### src/rtl/ordering_pkg.sv
// Shared widths and types for the ordering path: transaction IDs and payloads.
package ordering_pkg;

  localparam int ID_W   = 3;
  localparam int PLD_W  = 16;
  localparam int NUM_ID = 2 ** ID_W;

  typedef logic [ID_W-1:0]  id_t;
  typedef logic [PLD_W-1:0] payload_t;

endpackage

### src/rtl/ordering_rr_arb.sv
// NREQ-wide round-robin arbiter. The search starts at rr_ptr, and the pointer
// moves one past the winner whenever a grant is taken.
module ordering_rr_arb #(
  parameter int NREQ = 4
) (
  input  logic            clk,
  input  logic            reset,
  input  logic [NREQ-1:0] req,
  input  logic            advance,
  output logic [NREQ-1:0] gnt
);

  localparam int PTR_W = (NREQ > 1) ? $clog2(NREQ) : 1;

  logic [PTR_W-1:0] r_rr_ptr;
  logic [PTR_W-1:0] w_winner;
  logic             w_found;

  // NOTE: every variable in an always_comb gets a default first, so no path can leave it unassigned and infer a latch.
  always_comb begin
    w_winner = '0;
    w_found  = 1'b0;
    for (int i = 0; i < NREQ; i++) begin
      if (!w_found && req[(int'(r_rr_ptr) + i) % NREQ]) begin
        w_found  = 1'b1;
        w_winner = PTR_W'((int'(r_rr_ptr) + i) % NREQ);
      end
    end
  end

  assign gnt = (advance && w_found) ? (NREQ'(1) << w_winner) : '0;

  // NOTE: clocked state uses non-blocking assignments, so every register samples pre-edge values.
  always_ff @(posedge clk or negedge reset) begin
    if (!reset) begin
      r_rr_ptr <= '0;
    end else if (advance && w_found) begin
      r_rr_ptr <= (w_winner == PTR_W'(NREQ - 1)) ? '0 : w_winner + 1'b1;
    end
  end

endmodule

### src/rtl/ordering_issue_arb.sv
// Issue scheduler: arbitrates requesters onto the ordering RX port, allocates IDs
// from the pool and frees them on retire. Uses one registered output stage.
module ordering_issue_arb #(
  parameter int NREQ  = 4,
  parameter int ID_W  = ordering_pkg::ID_W,
  parameter int PLD_W = ordering_pkg::PLD_W
) (
  input  logic                    clk,
  input  logic                    reset,
  input  logic [NREQ-1:0]         req_valid_i,
  input  logic [NREQ*PLD_W-1:0]   req_payload_i,
  input  logic [NREQ-1:0]         req_order_i,
  output logic [NREQ-1:0]         req_ready_o,
  output logic [ID_W-1:0]         req_id_o,
  output logic                    ord_valid_o,
  output logic [ID_W-1:0]         ord_id_o,
  output logic [PLD_W-1:0]        ord_payload_o,
  output logic                    ord_order_o,
  input  logic                    ord_ready_i,
  input  logic                    ret_i,
  input  logic [ID_W-1:0]         ret_id_i,
  output logic [(2**ID_W)-1:0]    busy_o,
  output logic [ID_W:0]           outstanding_o,
  output logic                    err_o
);

  localparam int NUM_ID = 2 ** ID_W;

  logic              r_ord_valid;
  logic [ID_W-1:0]   r_ord_id;
  logic [PLD_W-1:0]  r_ord_payload;
  logic              r_ord_order;
  logic [NUM_ID-1:0] r_busy;
  logic [ID_W:0]     r_outstanding;
  logic              r_err;

  logic              w_slot_free;
  logic              w_accept;
  logic [NREQ-1:0]   w_gnt;
  logic [ID_W-1:0]   w_free_id;
  logic [PLD_W-1:0]  w_win_payload;
  logic              w_win_order;
  logic              w_ret_hit;
  logic [NUM_ID-1:0] w_alloc_oh;
  logic [NUM_ID-1:0] w_clr_oh;
  logic [NUM_ID-1:0] w_busy_nxt;
  logic [ID_W:0]     w_cnt_nxt;

  // Allocation reads the registered bitmap, so an ID retired this cycle is not reusable until the next one.
  assign w_slot_free = !r_ord_valid || ord_ready_i;
  assign w_accept    = reset && w_slot_free && (|req_valid_i) && !(&r_busy);

  ordering_rr_arb #(.NREQ(NREQ)) u_rr_arb (
    .clk     (clk),
    .reset   (reset),
    .req     (req_valid_i),
    .advance (w_accept),
    .gnt     (w_gnt)
  );

  // Scanning downward lets the lowest clear bit be the last one written.
  always_comb begin
    w_free_id = '0;
    for (int i = NUM_ID - 1; i >= 0; i--) begin
      if (!r_busy[i]) w_free_id = ID_W'(i);
    end
  end

  always_comb begin
    w_win_payload = '0;
    w_win_order   = 1'b0;
    for (int r = 0; r < NREQ; r++) begin
      if (w_gnt[r]) begin
        w_win_payload = w_win_payload | req_payload_i[r*PLD_W +: PLD_W];
        w_win_order   = w_win_order | req_order_i[r];
      end
    end
  end

  assign w_ret_hit  = ret_i && r_busy[ret_id_i];
  assign w_alloc_oh = w_accept  ? (NUM_ID'(1) << w_free_id) : '0;
  assign w_clr_oh   = w_ret_hit ? (NUM_ID'(1) << ret_id_i)  : '0;
  assign w_busy_nxt = (r_busy | w_alloc_oh) & ~w_clr_oh;

  always_comb begin
    w_cnt_nxt = '0;
    for (int i = 0; i < NUM_ID; i++) begin
      w_cnt_nxt = w_cnt_nxt + (ID_W+1)'(w_busy_nxt[i]);
    end
  end

  always_ff @(posedge clk or negedge reset) begin
    if (!reset) begin
      r_ord_valid   <= 1'b0;
      r_ord_id      <= '0;
      r_ord_payload <= '0;
      r_ord_order   <= 1'b0;
      r_busy        <= '0;
      r_outstanding <= '0;
      r_err         <= 1'b0;
    end else begin
      if (w_accept) begin
        r_ord_valid   <= 1'b1;
        r_ord_id      <= w_free_id;
        r_ord_payload <= w_win_payload;
        r_ord_order   <= w_win_order;
      end else if (ord_ready_i) begin
        r_ord_valid   <= 1'b0;
      end
      r_busy        <= w_busy_nxt;
      r_outstanding <= w_cnt_nxt;
      r_err         <= ret_i && !r_busy[ret_id_i];
    end
  end

  assign req_ready_o   = w_gnt;
  assign req_id_o      = w_free_id;
  assign ord_valid_o   = r_ord_valid;
  assign ord_id_o      = r_ord_id;
  assign ord_payload_o = r_ord_payload;
  assign ord_order_o   = r_ord_order;
  assign busy_o        = r_busy;
  assign outstanding_o = r_outstanding;
  assign err_o         = r_err;

endmodule

### config.mk
export PLATFORM = sky130hd
export DESIGN_NAME = ordering_issue_arb
export DESIGN_NICKNAME = d
export VERILOG_FILES = /design/src/rtl/ordering_pkg.sv /design/src/rtl/ordering_rr_arb.sv /design/src/rtl/ordering_issue_arb.sv
export SDC_FILE = /design/constraint.sdc
export NUM_CORES = 1
export LEC_CHECK = 0
export ABC_AREA = 0
export CORE_ASPECT_RATIO = 0.5
export CORE_MARGIN = 4
export CORE_UTILIZATION = 39
export CTS_CLUSTER_SIZE = 30
export DETAILED_ROUTE_END_ITERATION = 10
export PLACE_DENSITY = 0.9
export SLEW_MARGIN = 15
export SYNTH_ARGS = -nofsm -noshare
export SYNTH_HDL_FRONTEND = slang
export SYNTH_HIERARCHICAL = 1
export SYNTH_SLANG_ARGS = --single-unit
### constraint.sdc
create_clock -name clk -period 5 [get_ports clk]
set_input_delay 1 -clock clk [delete_from_list [all_inputs] [get_ports clk]]
set_output_delay 1 -clock clk [all_outputs]
set_load 0.01 [all_outputs]
Word-level counts from Yosys, hierarchy flattened
Cells that the tools add are included.
{"block": "totals", "regBits": 36, "in_bits": 79, "output_inout_bits": 41, "wordCells": 105}
{"block": "op_classes", "n_addsub": 11, "order_cmp": 5, "eq_ne": 1, "shift": 3, "muxes": 43, "n_bitwise": 12, "n_reduce_logical": 22}
{"operator": "two-way mux 16 bit", "count": 4}
{"operator": "bitwise OR 16 bit", "count": 3}
{"operator": "two-way mux 3 bit", "count": 8}
{"operator": "two-way mux 1 bit", "count": 18}
{"operator": "adder 4 x 1 -> 4 bit", "count": 4}
{"operator": "less-than comparator 3 x 4 -> 1 bit (second input constant)", "count": 4}
{"operator": "two-way mux 8 bit", "count": 2}
{"operator": "<< shifter 1 x 3 -> 8 bit (first input constant)", "count": 2}
{"operator": "two-way mux 2 bit", "count": 5}
{"operator": "logical AND 1 bit", "count": 9}
{"operator": "bitwise AND 8 bit", "count": 1}
{"operator": "binary-select mux 1 bit (select 2 bit)", "count": 4}
{"operator": "inverter 8 bit", "count": 1}
{"operator": "bitwise OR 8 bit", "count": 1}
{"operator": "AND reduction 8 bit", "count": 1}
{"operator": "zero test 1 bit", "count": 6}
{"operator": "OR reduction 2 bit", "count": 3}
{"operator": "adder 2 x 1 -> 2 bit (second input constant)", "count": 2}
{"operator": "adder 2 bit (second input constant)", "count": 2}
{"operator": "adder 3 x 1 -> 4 bit", "count": 1}
{"operator": "two-way mux 4 bit", "count": 1}
{"operator": "OR reduction 4 bit", "count": 1}
{"operator": "<< shifter 1 x 2 -> 4 bit (first input constant)", "count": 1}
{"operator": "adder 2 x 1 -> 3 bit", "count": 1}
{"operator": "other kinds (8)", "count": 12}

Longest topological paths before layout
{"block": "depth", "ltp_word": 23, "ltp_mapped": 13, "depth_no_buf": 12}

Cells and area by module
The synthesis kept the hierarchy.
{"mod": "ordering_issue_arb", "n_inst": 1, "cells_each": 195, "area_each_um2": 1964.4, "seq_area_each_um2": 850.8}
{"mod": "ordering_rr_arb", "n_inst": 1, "cells_each": 27, "area_each_um2": 251.5, "seq_area_each_um2": 50.0}

Least setup slack after synthesis
OpenSTA, ideal clock, no wires.
{"block": "synth_timing", "kind": "input -> register", "from": "in req_valid_i[1]", "to": "reg r_outstanding[2] (netlist: outstanding_o[2])", "setup_time_ns": 0.123, "arrival_ns": 4.268, "required_ns": 4.877, "setup_slack_ns": 0.609, "path_stages": 13, "n_path_buf": 1, "path_cell_list": "or4_4 > and3_4 > buf_6 > a41oi_2 > o21bai_2 > fa_1 > fa_1 > inv_1 > fa_1 > ha_1 > inv_1 > fa_1 > xnor2_1"}
{"block": "synth_via", "elab_chain_cells": 13}
{"item": "start, declared", "line_no": "ordering_issue_arb.sv:10", "rtl": "input logic [NREQ-1:0] req_valid_i,"}
{"item": "OR reduction 4 bit (*)", "line_no": "ordering_issue_arb.sv:51", "rtl": "assign w_accept = reset && w_slot_free && (|req_valid_i) && !(&r_busy);"}
{"item": "logical AND 1 bit (*) (2 in series)", "line_no": "ordering_issue_arb.sv:51"}
{"item": "two-way mux 8 bit (*)", "line_no": "ordering_issue_arb.sv:81", "rtl": "assign w_alloc_oh = w_accept ? (NUM_ID'(1) << w_free_id) : '0;"}
{"item": "bitwise OR 8 bit (*)", "line_no": "ordering_issue_arb.sv:83", "rtl": "assign w_busy_nxt = (r_busy | w_alloc_oh) & ~w_clr_oh;"}
{"item": "bitwise AND 8 bit (*)", "line_no": "ordering_issue_arb.sv:83"}
{"item": "adder 1 x 1 -> 2 bit", "line_no": "ordering_issue_arb.sv:88", "rtl": "w_cnt_nxt = w_cnt_nxt + (ID_W+1)'(w_busy_nxt[i]);"}
{"item": "adder 2 x 1 -> 3 bit", "line_no": "ordering_issue_arb.sv:88"}
{"item": "adder 3 x 1 -> 4 bit", "line_no": "ordering_issue_arb.sv:88"}
{"item": "adder 4 x 1 -> 4 bit (3 in series)", "line_no": "ordering_issue_arb.sv:88"}
{"item": "adder 4 x 1 -> 4 bit (*)", "line_no": "ordering_issue_arb.sv:88"}
{"item": "net w_cnt_nxt[2]", "line_no": "ordering_issue_arb.sv:47", "rtl": "logic [ID_W:0] w_cnt_nxt;"}
{"item": "end signal, assigned", "line_no": "ordering_issue_arb.sv:111", "rtl": "r_outstanding <= w_cnt_nxt;"}
{"item": "end, declared", "line_no": "ordering_issue_arb.sv:34", "rtl": "logic [ID_W:0] r_outstanding;"}
Mark *: on every way through the listed nets, which the timed path passes. The rest lies on a longest branch.
A chain may end at the register's enable or synchronous reset.

Worst setup path in the final report
{"block": "layout_timing", "from": "in req_valid_i[1]", "to": "out req_ready_o[3]"}
{"block": "layout_via", "elab_chain_cells": 14, "elab_cells_between_ends": 31, "classes_between": "1 x shift; 20 x mux; 10 x reduce/logical"}
{"item": "binary-select mux 1 bit (select 2 bit)", "line_no": "ordering_rr_arb.sv:24", "rtl": "if (!w_found && req[(int'(r_rr_ptr) + i) % NREQ]) begin"}
{"item": "two-way mux 1 bit (not written as such)", "line_no": "ordering_rr_arb.sv:24"}
{"item": "two-way mux 1 bit", "line_no": "ordering_rr_arb.sv:24"}
{"item": "zero test 1 bit", "line_no": "ordering_rr_arb.sv:24"}
{"item": "logical AND 1 bit", "line_no": "ordering_rr_arb.sv:24"}
{"item": "two-way mux 1 bit", "line_no": "ordering_rr_arb.sv:24"}
{"item": "zero test 1 bit", "line_no": "ordering_rr_arb.sv:24"}
{"item": "logical AND 1 bit", "line_no": "ordering_rr_arb.sv:24"}
{"item": "two-way mux 1 bit", "line_no": "ordering_rr_arb.sv:24"}
{"item": "zero test 1 bit", "line_no": "ordering_rr_arb.sv:24"}
{"item": "logical AND 1 bit", "line_no": "ordering_rr_arb.sv:24"}
{"item": "two-way mux 2 bit or two-way mux 1 bit (tied branches)", "line_no": "ordering_rr_arb.sv:24"}
{"item": "<< shifter 1 x 2 -> 4 bit or logical AND 1 bit (tied branches)", "line_no": "ordering_rr_arb.sv:31", "rtl": "assign gnt = (advance && w_found) ? (NREQ'(1) << w_winner) : '0;"}
{"item": "two-way mux 4 bit (*)", "line_no": "ordering_rr_arb.sv:31"}
{"item": "end, declared", "line_no": "ordering_issue_arb.sv:13", "rtl": "output logic [NREQ-1:0] req_ready_o,"}
Mark *: on every way between the ends. The rest lies on a longest branch, timed or not. The select of a mux whose other input is x is not followed.

==> summary.md <==
| Metric | Value |
|---|---|
| Synth warnings | `6` |
| Clock Power Share | `18.6%` |
| Antenna diodes | `0` |
| Worst-path fanout max | `18` |
| Fin Setup TNS | `0 ps` |
| Crit. End Element | `output port` |
| Hold-fix buffers, CTS | `0` |
| CP Launch Type | `input pin` |
| Post-cts repair resize count | `0` |
| Net Sw Frac | `36.5%` |
| Pint | `1.05 mW` |
| Syn avg cell area | `9.98 um^2` |
| Simple-gate share of the synthesized area | `11.3%` |
| Flops & latches, synth | `36` |
| Starting Density | `40.4%` |
| All-layer global routing usage | `19.5%` |
| Final Wtd Congestion | `0.863` |
| WP data arrival | `3670 ps` |
| # Post-CTS Setup Buffers | `0` |
| PortBufs | `119` |
| CTS buffer count | `5` |
| Final hold vios | `0` |
| P_sw | `0.605 mW` |
| F_max | `214 MHz` |
| Via count | `2238` |
| Root Driver | `clkbuf_16` |
| Commonest non-fill, non-tap cell in the layout | `clkdlybuf4s50_1` |
| Worst-skew pair later-pin latency | `280 ps` |
| Mapped Area | `2220 um^2` |
| Drt wl/cell | `16.9 um` |
| Async SR Flop Fraction | `100%` |
| Final Max Slew Viols | `0` |
| First-pass GRT wire length | `10700 um` |
| Initial antenna violation count | `0` |
| Clock buffer depth | `2` |
| Status | `finished clean` |
| Post-Syn Nets | `312` |
| Worst Skew | `6.13 ps` |
| Setup Viol. Count Final | `0` |
| Multiplexer area fraction after synthesis | `4.29%` |
| Tot Pwr | `1.66 mW` |
| Vias in the first global route | `2246` |
| Largest net degree at the start of global routing | `38` |
| Ys flop type | `dfrtp_1` |
| Die height | `61.3 um` |
| Core area | `5490 um^2` |
| Detail Placement HPWL | `5610 um` |
| Post-route DRC | `0` |
| CTS sink cnt | `36` |
| Most frequent cells in the layout | `118 x clkdlybuf4s50_1, 36 x dfrtp_1, 26 x nand2_1, 21 x o21ai_0` |
| Die area | `7020 um^2` |
| CTS tree | `done` |
| Comb pwr share | `52.6%` |
| Vias/cell | `5.45` |
| Worst slew pin tran | `705 ps` |
| CP required | `4000 ps` |
| Final min period | `4670 ps` |
| Area Overhead vs Synth | `62.1%` |
| Die outline width | `115 um` |
| Largest family of logic cells by synthesized area | `compound AO/OA/AOI/OAI gates` |
| Post-synth EDFFs | `0` |
| Crit path kind | `input pin to output port` |
| Final core occ | `65.4%` |
| Number of max-cap violations | `0` |
| Gr ovfl total | `0` |
| Layout cell share with drive strength beyond 1 | `7.69%` |
| Drt initial violations | `113` |
| Synth Instances | `222` |
| Final period utilization | `93.5%` |
| Distinct cells, synth | `47` |
| XOR/XNOR Fraction of Synth Area | `0.395%` |
| Post-DRT Antenna Nets | `0` |
| Worst VDD drop | `0.268 mV` |
| Post-Route WL | `6960 um` |
| Adder-Cell Fraction of Synth Area | `7.57%` |
| Pleak | `1.49 nW` |
| I/O Pins | `120` |
| Max transition margin | `53.0%` |
| RSZ-0062 raised after global routing | `false` |
| Drt first pass iters | `4` |
| Sequential fraction of design power | `28.8%` |
| # rows | `19` |
| Seq/Total Area, Yosys | `40.7%` |
| PD cells | `462 nW/um^2` |
| Clk pin slew, worst setup/hold paths | `50 ps` |
| Compound-Gate Fraction of Synth Area | `28.9%` |
| Fin nets | `427` |
| CTS H-Tree Depth | `2` |
| Worst hold path class | `flop to flop` |
## layer usage
metal / vias to the layer above / global-route usage [%] / part of all wire, %
met5: - / 0 / 0
met4: 0 / 4.91 / 1.4
met3: 10 / 3.93 / 4.7
met2: 83 / 35.9 / 53
met1: 1090 / 24.0 / 41
li1: 1055 / - / -
## cell type report
| type | count | area (um^2) |
|---|---|---|
| clock buffer | 8 | 146 |
| fill | 439 | 1900 |
| inverter | 16 | 60.1 |
| multi-input combinational | 153 | 1160 |
| sequential | 36 | 901 |
| tap | 73 | 91.3 |
| timing repair buffer | 125 | 1230 |
## metrics by stage
| step | instances | setup WS, ps | hold slack (ps) | instance area (um^2) |
|---|---|---|---|---|
| after floorplan | 222 | 609 | 511 | 2220 |
| after global placement | 403 | 188 | 464 | 3440 |
| after detailed placement | 403 | 55.1 | 471 | 3440 |
| after CTS | 411 | 314 | 489 | 3590 |
| after global routing | 411 | 170 | 512 | 3590 |
| final | 411 | 326 | 484 | 3590 |
## power groups by stage
stage | sequential (mW) | clock, mW | combinational [mW]
3_5_place_dp | 0.480 | 0 | 0.877
3_3_place_gp | 0.475 | 0 | 0.824
4_1_cts | 0.476 | 0.310 | 0.882
6_report | 0.477 | 0.308 | 0.873
5_1_grt | 0.491 | 0.329 | 0.944
2_1_floorplan | 0.497 | 0 | 0.449
## worst paths after layout
check	startpoint	to	slack (ps)	cells after the start
min in group asynchronous	reset	ord_valid_o$_DFFE_PN0P_	590	1
worst min-delay path	ord_payload_o[3]$_DFFE_PN0P_	ord_payload_o[3]$_DFFE_PN0P_	480	2
worst max-delay path	req_valid_i[1]	req_ready_o[3]	330	7
worst min register to register	ord_payload_o[3]$_DFFE_PN0P_	ord_payload_o[3]$_DFFE_PN0P_	480	2
worst max register to register	busy_o[0]$_DFF_PN0_	outstanding_o[1]$_DFF_PN0_	1120	12
max in group asynchronous	reset	ord_payload_o[11]$_DFFE_PN0P_	3770	2
## sequential cells by signal, summed over array words and instances, names as in the netlist
name,count
ord_payload_o,16
busy_o,8
outstanding_o,4
ord_id_o,3
u_rr_arb/r_rr_ptr,2
err_o,1
ord_order_o,1
ord_valid_o,1
## synthesized netlist by cell type (3+ instances only)
library cell   n  area [um^2]
dfrtp_1       36          901
nand2_1       26         97.6
o21ai_0       21          105
a221oi_1      17          149
a22o_1        17          149
inv_1         15         56.3
clkbuf_1       9         33.8
a21oi_1        8         40.0
ha_1           7         87.6
and2_1         6         37.5
a31oi_1        5         31.3
fa_1           4         80.1
nor2_1         4         15.0
buf_4          3         22.5
nor2b_1        3         18.8
o31ai_1        3         22.5
## critical path, stage by stage
cell,delay [ps]
clkdlybuf4s50_1,510
buf_4,140
a21bo_2,220
a221oi_2,350
ha_1,200
and2_1,570
clkdlybuf4s50_1,680
## cell families after synthesis
| group | after synthesis |
|---|---|
| AOI/OAI and AO/OA | 85 |
| xor gates and xnor gates | 1 |
| buffers and inverters | 33 |
| muxes | 6 |
| and+or+nand+nor | 50 |
| DFF | 36 |
| adders and majority gates | 11 |
No activity file was read; power rests on OpenSTA's default activity.
